===== config.mk =====
export PLATFORM = sky130hd
export DESIGN_NAME = alu_operand_loader_flat
export DESIGN_NICKNAME = d
export VERILOG_FILES = /design/src/rtl/alu_pkg.sv /design/src/rtl/alu_operand_loader_if.sv /design/src/rtl/alu_operand_loader.sv /design/src/flat_wrapper.sv
export SDC_FILE = /design/constraint.sdc
export NUM_CORES = 1
export LEC_CHECK = 0
export ABC_CLOCK_PERIOD_IN_PS = 2050
export CORE_MARGIN = 2
export CORE_UTILIZATION = 30
export CTS_CLUSTER_SIZE = 28
export DETAILED_ROUTE_END_ITERATION = 10
export PLACE_DENSITY = 0.67
export SETUP_SLACK_MARGIN = 0.05
export SLEW_MARGIN = 25
export SYNTH_ARGS = -nofsm -noshare
export SYNTH_HDL_FRONTEND = slang
export SYNTH_SLANG_ARGS = --single-unit

===== constraint.sdc =====
create_clock -name clk -period 2.05 [get_ports clk]
set_input_delay 0.5125 -clock clk [delete_from_list [all_inputs] [get_ports clk]]
set_output_delay 0.5125 -clock clk [all_outputs]
set_load 0.005 [all_outputs]

===== src/rtl/alu_pkg.sv =====
// Shared types and constants for the ALU operand loader.
// The GET_CHK state exists only when LOADER_CHKSUM_EN is defined.
package alu_pkg;

    typedef logic [3:0] opcode_t;

    localparam logic [3:0] SYNC_NIB_DEFAULT = 4'hA;

    typedef enum logic [2:0] {
        IDLE    = 3'd0,
        GET_A   = 3'd1,
        GET_B   = 3'd2,
        PRESENT = 3'd3
`ifdef LOADER_CHKSUM_EN
        ,
        GET_CHK = 3'd4
`endif
    } loader_state_t;

endpackage


===== src/rtl/alu_operand_loader_if.sv =====
// Byte-stream input and ALU command output of the operand loader.
// The slave modport is the loader; the master modport is its environment.
interface alu_operand_loader_if;
    import alu_pkg::*;

    logic [7:0] in_data;
    logic       in_valid;
    logic       in_ready;

    logic [7:0] op_a;
    logic [7:0] op_b;
    opcode_t    op_code;
    logic       op_valid;
    logic       op_ready;

    modport master (
        output in_data, in_valid, op_ready,
        input  in_ready, op_a, op_b, op_code, op_valid
    );

    modport slave (
        input  in_data, in_valid, op_ready,
        output in_ready, op_a, op_b, op_code, op_valid
    );

endinterface


===== src/rtl/alu_operand_loader.sv =====
// Assembles {SYNC_NIB, opcode}, A, B byte frames into one ALU command.
// Define LOADER_CHKSUM_EN to require a trailing header^A^B checksum byte.
module alu_operand_loader
    import alu_pkg::*;
#(
    parameter logic [3:0] SYNC_NIB = SYNC_NIB_DEFAULT
) (
    input  logic                 clk,
    input  logic                 rst,
    input  logic                 ena,
    alu_operand_loader_if.slave  bus,
    output logic                 frame_err,
    output logic [7:0]           frame_cnt
);

    loader_state_t state;
    logic [7:0]    op_a_q;
    logic [7:0]    op_b_q;
    opcode_t       op_code_q;
    logic          op_valid_q;
    logic          in_xfer;

    // Ready drops while a command is held so the next frame cannot overwrite it.
    assign bus.in_ready = ena && (state != PRESENT);
    assign in_xfer      = bus.in_valid && bus.in_ready;

    assign bus.op_a     = op_a_q;
    assign bus.op_b     = op_b_q;
    assign bus.op_code  = op_code_q;
    assign bus.op_valid = op_valid_q;

`ifdef LOADER_CHKSUM_EN
    logic [7:0] chk_expected;
    assign chk_expected = {SYNC_NIB, op_code_q} ^ op_a_q ^ op_b_q;
`endif

    // NOTE: sequential state uses non-blocking assignments so every register
    // samples the pre-edge values regardless of statement order.
    always_ff @(posedge clk) begin
        if (rst) begin
            state      <= IDLE;
            op_a_q     <= 8'h00;
            op_b_q     <= 8'h00;
            op_code_q  <= 4'h0;
            op_valid_q <= 1'b0;
            frame_err  <= 1'b0;
            frame_cnt  <= 8'h00;
        end else if (!ena) begin
            frame_err  <= 1'b0;
        end else begin
            frame_err  <= 1'b0;
            case (state)
                IDLE: begin
                    if (in_xfer) begin
                        if (bus.in_data[7:4] == SYNC_NIB) begin
                            op_code_q <= bus.in_data[3:0];
                            state     <= GET_A;
                        end else begin
                            frame_err <= 1'b1;
                        end
                    end
                end

                GET_A: begin
                    if (in_xfer) begin
                        op_a_q <= bus.in_data;
                        state  <= GET_B;
                    end
                end

                GET_B: begin
                    if (in_xfer) begin
                        op_b_q <= bus.in_data;
`ifdef LOADER_CHKSUM_EN
                        state  <= GET_CHK;
`else
                        state      <= PRESENT;
                        op_valid_q <= 1'b1;
`endif
                    end
                end

`ifdef LOADER_CHKSUM_EN
                GET_CHK: begin
                    if (in_xfer) begin
                        if (bus.in_data == chk_expected) begin
                            state      <= PRESENT;
                            op_valid_q <= 1'b1;
                        end else begin
                            state      <= IDLE;
                            frame_err  <= 1'b1;
                        end
                    end
                end
`endif

                PRESENT: begin
                    if (bus.op_ready) begin
                        state      <= IDLE;
                        op_valid_q <= 1'b0;
                        frame_cnt  <= frame_cnt + 8'd1;
                    end
                end

                default: begin
                    state      <= IDLE;
                    op_valid_q <= 1'b0;
                end
            endcase
        end
    end

endmodule


===== src/flat_wrapper.sv =====
// flat-port wrapper written by rule: the top's interface ports become plain ports
module alu_operand_loader_flat import alu_pkg::*;
#(
    parameter logic [3:0] SYNC_NIB = SYNC_NIB_DEFAULT
)
  (clk, rst, ena, frame_err, frame_cnt, bus_in_data, bus_in_valid, bus_op_ready, bus_in_ready, bus_op_a, bus_op_b, bus_op_code, bus_op_valid);
  alu_operand_loader_if bus_i ();
  input  logic clk;
  input  logic rst;
  input  logic ena;
  output logic frame_err;
  output logic [7:0] frame_cnt;
  input wire logic [$bits(bus_i.in_data)-1:0] bus_in_data;
  input wire logic [$bits(bus_i.in_valid)-1:0] bus_in_valid;
  input wire logic [$bits(bus_i.op_ready)-1:0] bus_op_ready;
  output wire logic [$bits(bus_i.in_ready)-1:0] bus_in_ready;
  output wire logic [$bits(bus_i.op_a)-1:0] bus_op_a;
  output wire logic [$bits(bus_i.op_b)-1:0] bus_op_b;
  output wire logic [$bits(bus_i.op_code)-1:0] bus_op_code;
  output wire logic [$bits(bus_i.op_valid)-1:0] bus_op_valid;
  assign bus_i.in_data = bus_in_data;
  assign bus_i.in_valid = bus_in_valid;
  assign bus_i.op_ready = bus_op_ready;
  assign bus_in_ready = bus_i.in_ready;
  assign bus_op_a = bus_i.op_a;
  assign bus_op_b = bus_i.op_b;
  assign bus_op_code = bus_i.op_code;
  assign bus_op_valid = bus_i.op_valid;
  alu_operand_loader #(.SYNC_NIB(SYNC_NIB)) u_core (.clk(clk), .rst(rst), .ena(ena), .bus(bus_i), .frame_err(frame_err), .frame_cnt(frame_cnt));
endmodule

* Word-level counts from Yosys, hierarchy flattened
Index checks and enable logic that the tools add are counted.
** Storage, ports and cells
- Flip-flop bits (word level) :: 33
- Latch bits :: 0
- RAM bits :: 0
- Bits in read-only memories :: 0
- Input bits :: 13
- Logic and storage cells :: 43
- Memories kept :: 0
** Cells by class
- $add $sub $neg :: 1
- Multipliers :: 0
- Div/mod/pow operators :: 0
- $lt $le $gt $ge :: 0
- Eq/ne operators :: 10
- Shifts and indexed selects :: 0
- Multiplexer cells :: 10
- Bitwise logic cells :: 4
- Reduce and logical (&&, ||, !) cells :: 11
** Operators with widths (number)
- 3-bit 2-to-1 mux :: 5
- 3-bit case mux with 4 select lines :: 1
- 3-bit AND reduction :: 3
- 8-bit by 1-bit adder with 8-bit output, second input constant :: 1
- 2-bit by 1-bit != test with 1-bit output, second input constant :: 4
- 4-bit AND reduction :: 2
- 3-bit by 2-bit == test with 1-bit output, second input constant :: 2
- 6-bit AND reduction :: 1
- 4-bit == test, second input constant :: 1
- 1-bit NOT :: 4
- 4-bit OR reduction :: 1
- 3-bit by 1-bit == test with 1-bit output, second input constant :: 1
- 3-bit zero test :: 1
- 1-bit 2-to-1 mux :: 3
- 3-bit by 2-bit != test with 1-bit output, second input constant :: 1
- 1-bit case mux with 3 select lines :: 1
- 1-bit logical AND :: 2
- 2-bit != test, second input constant :: 1
- 2-bit OR reduction :: 1

* Logic depth before layout (Yosys ltp)
Gate-level depths: netlist of the first run.
- Word-level depth :: 5
- Gate-level depth with buffers :: 7
- Depth with buffers taken out :: 6

* Worst setup path after synthesis of the first run
Ideal clock, no wire load.
- Kind :: reg2reg
- Start :: register u_core.state[1]
- End :: register u_core.state[0]
- Arrival :: 1.502 ns
- Setup slack :: 0.426 ns
- Stages on the path, launching flop included :: 7
- Buffers on the path :: 1
- Clock period less this slack :: 1.624 ns
- Path through :: dfxtp_1 > ha_1 > and3b_1 > buf_6 > a221oi_2 > nor3_2 > mux2_4
** On the way
- Word-level cells in the longest chain between the ends :: 5
- Elaborated cells between the ends (all ways) :: 14
- Those cells by class :: eq/ne: 9; mux: 1; reduce/logical: 4
** RTL lines
- start, declared :: RTL line alu_operand_loader.sv:16 : loader_state_t state;
- start signal, assigned :: RTL line alu_operand_loader.sv:41 : state <= IDLE;
- start signal, assigned :: RTL line alu_operand_loader.sv:57 : state <= GET_A;
- start signal, assigned :: RTL line alu_operand_loader.sv:67 : state <= GET_B;
- 3-bit by 2-bit != test with 1-bit output :: RTL line alu_operand_loader.sv:24 : assign bus.in_ready = ena && (state != PRESENT);
- 1-bit logical AND :: RTL line alu_operand_loader.sv:24
- 1-bit logical AND :: RTL line alu_operand_loader.sv:25 : assign in_xfer = bus.in_valid && bus.in_ready;
- 2-bit by 1-bit != test with 1-bit output (no line)
- 6-bit AND reduction (no line)
Parallel ways exist; a longest one is shown, timed or not.
A chain may end at the register's enable or synchronous reset.

* Worst setup path after layout of the first run
- Start :: input ena
- End :: output bus_in_ready
** On the way
- Word-level cells in the longest chain between the ends :: 1
** RTL lines
- start, declared :: RTL line flat_wrapper.sv:10 : input logic ena;
- 1-bit logical AND :: RTL line alu_operand_loader.sv:24
- end, declared :: RTL line flat_wrapper.sv:16 : output wire logic [$bits(bus_i.in_ready)-1:0] bus_in_ready;
Every way passes these cells.

==> impl_metrics.json, run 1 <==
{
  "crit_chain": "clkdlybuf4s50_1 -> inv_1 -> nor2_1 -> dlygate4sd2_1",
  "place_area_sq_um": 1900,
  "numCtsBuffers": 5,
  "avgRoutedWirePerCell_um": 11.4,
  "reg2reg_slack_ps": 370,
  "rows": 24,
  "final_antenna_net_count": 0,
  "synth_edf_count": 0,
  "critPathTopFamily": "buffers and inverters",
  "drv_cap": 0,
  "hp-start": "u_core.bus.op_b[0]",
  "critPathKind": "in2out",
  "ctsHoldBuffers": 0,
  "ys_seq_area_share_pct": 46.5,
  "yosysTopAreaCellShare_pct": 46.5,
  "reg2reg_to": "u_core.state[0]",
  "syn2layout_area_growth_pct": 46.1,
  "core_area_sq_um": 4380,
  "r2r-start": "u_core.state[1]",
  "die_area_sq_um": 5150,
  "p_leak_nw": 0.740,
  "min_to": "u_core.bus.op_b[0]",
  "syn_nets": 181,
  "syn_area_per_cell_sq_um": 8.51,
  "maxSlewViolCount": 0,
  "layout_commonest_cell": "clkdlybuf4s50_1",
  "ys.flop_type": "dfxtp_1",
  "final_nets": 232,
  "start_util_pct": 31.4,
  "track_usage_pct": 13.1,
  "crit_slowest_cell": "clkdlybuf4s50_1",
  "critPathRequiredTime_ps": 1540,
  "cpPeakStageDelay_ps": 480,
  "cts_root_buffer": "clkbuf_8",
  "place_congestion": 0.786,
  "drive_gt1_share_pct": 12.1,
  "cp-end-kind": "primary output",
  "synth_warnings": 0,
  "die_w_um": 71.8,
  "drt-initial-drc-count": 74,
  "num_antenna_cells": 0,
  "finalClockSkew_ps": 6.47,
  "yosysUniqueCellTypes": 29,
  "hold_depth": 2,
  "clk_pin_slew_worst_paths_ps": 70,
  "final_area_sq_um": 2010,
  "first_global_vias": 1138,
  "syn_area_sq_um": 1380,
  "viasPerCell": 4.62,
  "peakVddDrop_mv": 0.390,
  "grt_max_degree": 17,
  "finalCriticalPeriod_ps": 1880,
  "powerDensity_nw_per_um2": 648,
  "cp_num_buf_inv": 3,
  "clkSinkCount": 32,
  "grt-ovfl-total": 0,
  "async_flop_share_pct": 0,
  "crit_arrival_ps": 1370,
  "vias": 1229,
  "finalSetupViolations": 0,
  "syn_inst": 162,
  "slew_headroom_pct": 75.9,
  "htreeDepth": 2,
  "status": "finished clean",
  "hold_path.class": "reg2reg",
  "rsz0062_at_grt": "no",
  "final_cell_mix": "42 x clkdlybuf4s50_1, 40 x nand2_1, 32 x dfxtp_1",
  "max_slew.worst_pin.slew_ps": 360,
  "fmax_mhz": 531,
  "utilization_pct": 45.9,
  "clk_latency_ps": 290,
  "first_pass_iters": 5,
  "cts_tree": "done",
  "grt_pass1_wl_mm": 5.15,
  "setup.worst_path.start_class": "input port",
  "totalWireLength_mm": 3.02,
  "die_h_um": 71.8,
  "io_buffers": 43,
  "drc": 0,
  "ios": 44,
  "synthTopCellsByArea": "dfxtp_1 46%, nand2_1 11%, a21oi_1 6.9%",
  "fin_crit_sh_pct": 91.8,
  "cp_max_fo": 2,
  "antenna_found_initial": 0,
  "hold_violations": 0,
  "dp_hpwl_mm": 2.29,
  "synth.largest_area_cell": "dfxtp_1",
  "ys_ff_latch": 32,
  "cts.path.max_buffers": 2,
  "worst-r2r-cell-count": 5
}
-- cell families (layout without fill, tap and decap cells) --
kind of cell    count (synthesis)  after routing  synth area share, %
simple gates                   75             75                 25.2
flops                          32             32                 46.5
compound gates                 22             22                 8.98
buf+inv                        14             66                 4.63
mux                             7              7                 5.44
fa+ha+maj                       6              6                 5.44
xor+xnor                        6              6                 3.81
-- metrics by stage --
step	setup TNS (ps)	setup slack (ps)	hold WS (ps)	total power (W)	std cells
3_3_place_gp	-91.4	-91.0	445	0.000722	258
3_5_place_dp	-196	-109	450	0.000722	258
6_report	0	168	458	0.00131	266
5_1_grt	0	103	475	0.00136	266
2_1_floorplan	0	426	453	0.000671	162
4_1_cts	0	161	461	0.00133	266
-- cells in the mapped netlist, drive strengths merged (2+ instances only) --
| cell | instances |
|---|---|
| a21oi | 19 |
| and2 | 2 |
| and3 | 4 |
| buf | 3 |
| clkbuf | 6 |
| dfxtp | 32 |
| ha | 6 |
| inv | 5 |
| mux2i | 6 |
| nand2 | 40 |
| nand4 | 4 |
| nor2 | 15 |
| nor3 | 4 |
| xnor2 | 2 |
| xor2 | 4 |
-- flip-flops by register name, indices dropped and copies added, names as in the netlist --
register             cells
u_core.bus.op_code       4
u_core.state             2
u_core.bus.op_valid      1
u_core.frame_cnt         8
u_core.bus.op_b          8
u_core.frame_err         1
u_core.bus.op_a          8
-- worst register-to-register path, delay by kind of cell, from the launching register on --
family,cells,cell delay (ps)
multiplexers,1,300
adder cells (fa/ha/maj),1,290
AND/OR/NAND/NOR,2,350
AO/OA/AOI/OAI,1,250
flip-flops,1,400
-- layer usage --
metal / routed length [um] / up-vias / track usage [%]
met3: 221 / 5 / 3.80
met2: 1370 / 40 / 20.4
li1: - / 635 / -
met4: 55 / 0 / 7.55
met5: 0 / - / 0
met1: 1380 / 549 / 16.0
-- report_power, final --
part           internal [W]  switching [W]  total (W)
registers          0.000624     0.00000165   0.000626
clock network      0.000359       0.000240   0.000600
logic             0.0000459      0.0000345  0.0000804
-- layout make-up --
class	count	area, sq um
Clock buffer	5	68.8
Timing Repair Buffer	53	504
Tap cell	52	65.1
Multi-Input combinational cell	116	674
Fill cell	453	2370
Sequential cell	32	641
Inverter	5	18.8
Clock inverter	3	42.5
-- how the worst max path moves through the flow --
stage | start | endpoint | slack [ps] | depth (start not counted)
floorplan | u_core.state[1] | u_core.state[0] | 430 | 6
global placement | ena | bus_in_ready | -90 | 4
detailed placement | ena | bus_in_ready | -110 | 4
CTS | ena | bus_in_ready | 160 | 4
global route | ena | bus_in_ready | 100 | 4
finish | ena | bus_in_ready | 170 | 4
-- what timing repair did --
item                                    CTS  global route
endpoints found under the setup margin    1             0
hold endpoints to repair                  0             0
gates resized for setup                   1             0
setup buffers                             0             0
No activity file was read; power rests on OpenSTA's default activity.
==> run 2, diff against run 1 <==
PLACE_DENSITY = 0.58   (was 0.67)
==> impl_metrics.json, run 2 (synthesis results as in run 1) <==
{
  "vias": 1205,
  "track_usage_pct": 12.7,
  "crit_slowest_cell": "clkdlybuf4s50_1",
  "avgRoutedWirePerCell_um": 11.6,
  "cp-end-kind": "primary output",
  "finalCriticalPeriod_ps": 1880,
  "maxSlewViolCount": 0,
  "finalSetupViolations": 0,
  "rsz0062_at_grt": "no",
  "num_antenna_cells": 0,
  "final_cell_mix": "42 x clkdlybuf4s50_1, 40 x nand2_1, 32 x dfxtp_1",
  "crit_chain": "clkdlybuf4s50_1 -> inv_1 -> nor2_1 -> dlygate4sd2_1",
  "ctsHoldBuffers": 0,
  "first_pass_iters": 4,
  "drc": 0,
  "cp_num_buf_inv": 3,
  "totalWireLength_mm": 3.08,
  "critPathTopFamily": "buffers and inverters",
  "htreeDepth": 2,
  "die_w_um": 71.8,
  "antenna_found_initial": 0,
  "numCtsBuffers": 5,
  "whs_ps": 454,
  "grt_pass1_wl_mm": 5.01,
  "drt-initial-drc-count": 47,
  "cts_tree": "done",
  "powerDensity_nw_per_um2": 640,
  "utilization_pct": 46.3,
  "crit_arrival_ps": 1370,
  "critPathRequiredTime_ps": 1540,
  "critPathKind": "in2out",
  "finalClockSkew_ps": 2.65,
  "worst_slack_ps": 171,
  "ios": 44,
  "core_area_sq_um": 4380,
  "syn2layout_area_growth_pct": 47.3,
  "io_buffers": 43,
  "final_nets": 233,
  "cp_max_fo": 2,
  "start_util_pct": 31.4,
  "hold_violations": 0,
  "max_slew.worst_pin.slew_ps": 356,
  "setup.worst_path.start_class": "input port",
  "clk_latency_ps": 280,
  "die_h_um": 71.8,
  "grt_max_degree": 18,
  "cts.path.max_buffers": 2,
  "cpPeakStageDelay_ps": 470,
  "viasPerCell": 4.51,
  "hold_path.class": "reg2reg",
  "drv_cap": 0,
  "first_global_vias": 1111,
  "peakVddDrop_mv": 0.304,
  "drive_gt1_share_pct": 12.1,
  "p_leak_nw": 0.750,
  "place_ws_ps": -105,
  "dp_hpwl_mm": 2.29,
  "final_antenna_net_count": 0,
  "layout_commonest_cell": "clkdlybuf4s50_1",
  "rows": 24,
  "clk_pin_slew_worst_paths_ps": 60,
  "clkSinkCount": 32,
  "slew_headroom_pct": 76.2,
  "cts_root_buffer": "clkbuf_8",
  "grt-ovfl-total": 0,
  "die_area_sq_um": 5150,
  "fmax_mhz": 532,
  "status": "finished clean",
  "fin_crit_sh_pct": 91.6,
  "place_congestion": 0.719,
  "cts_setup_buffers": 0
}
[run 2: cell types whose count changed in the layout (fill, tap and decap cells not counted)]
cell        delta
clkinvlp_4     -1
buf_12         +1
clkbuf_1       +1
[run 2: cell type report]
type / count / area [sq um]
Fill cell: 438 / 2350
Multi-Input combinational cell: 116 / 674
Sequential cell: 32 / 641
Timing Repair Buffer: 54 / 524
Clock buffer: 6 / 72.6
Tap cell: 52 / 65.1
Clock inverter: 2 / 35.0
Inverter: 5 / 18.8
[run 2: repair_timing]
item / CTS / global route
setup endpoints to repair: 1 / 0
endpoints found under the hold margin: 0 / 0
gates resized for setup: 1 / 0
[run 2: power by group]
group	total (W)	switching [W]	internal, W
sequential	0.000626	0.00000175	0.000625
combinational	0.0000850	0.0000365	0.0000485
clock	0.000588	0.000228	0.000360
[run 2: per-stage QoR]
stage	cells	cell area (sq um)	total power (W)	setup TNS, ps
after floorplan	162	1380	0.000671	0
after global placement	259	1920	0.000726	-96.9
after detailed placement	259	1920	0.000726	-148
after CTS	267	2030	0.00133	0
after global routing	267	2030	0.00136	0
final	267	2030	0.00130	0
[run 2: worst min-delay path, stage by stage (launching register included)]
cell and delay (ps):
dfxtp_1 310, nand2_1 50, a21oi_1 50
[run 2: per-layer routing]
| layer | vias up | part of all wire [%] | global-route usage [%] | wire, um |
|---|---|---|---|---|
| met5 | - | 0 | 0 | 0 |
| met4 | 0 | 1.5 | 7.55 | 46 |
| met3 | 6 | 8.1 | 3.80 | 251 |
| met2 | 44 | 43 | 18.3 | 1330 |
| met1 | 519 | 47 | 16.5 | 1460 |
| li1 | 636 | - | - | - |
[run 2: worst paths after layout]
path                                         start                 end  slack (ps)  depth (start not counted)
worst max-delay path                           ena        bus_in_ready         170                          4
worst min-delay path            u_core.bus.op_a[4]  u_core.bus.op_a[4]         450                          2
worst max register to register     u_core.state[1]     u_core.state[0]         360                          5
worst min register to register  u_core.bus.op_a[4]  u_core.bus.op_a[4]         450                          2
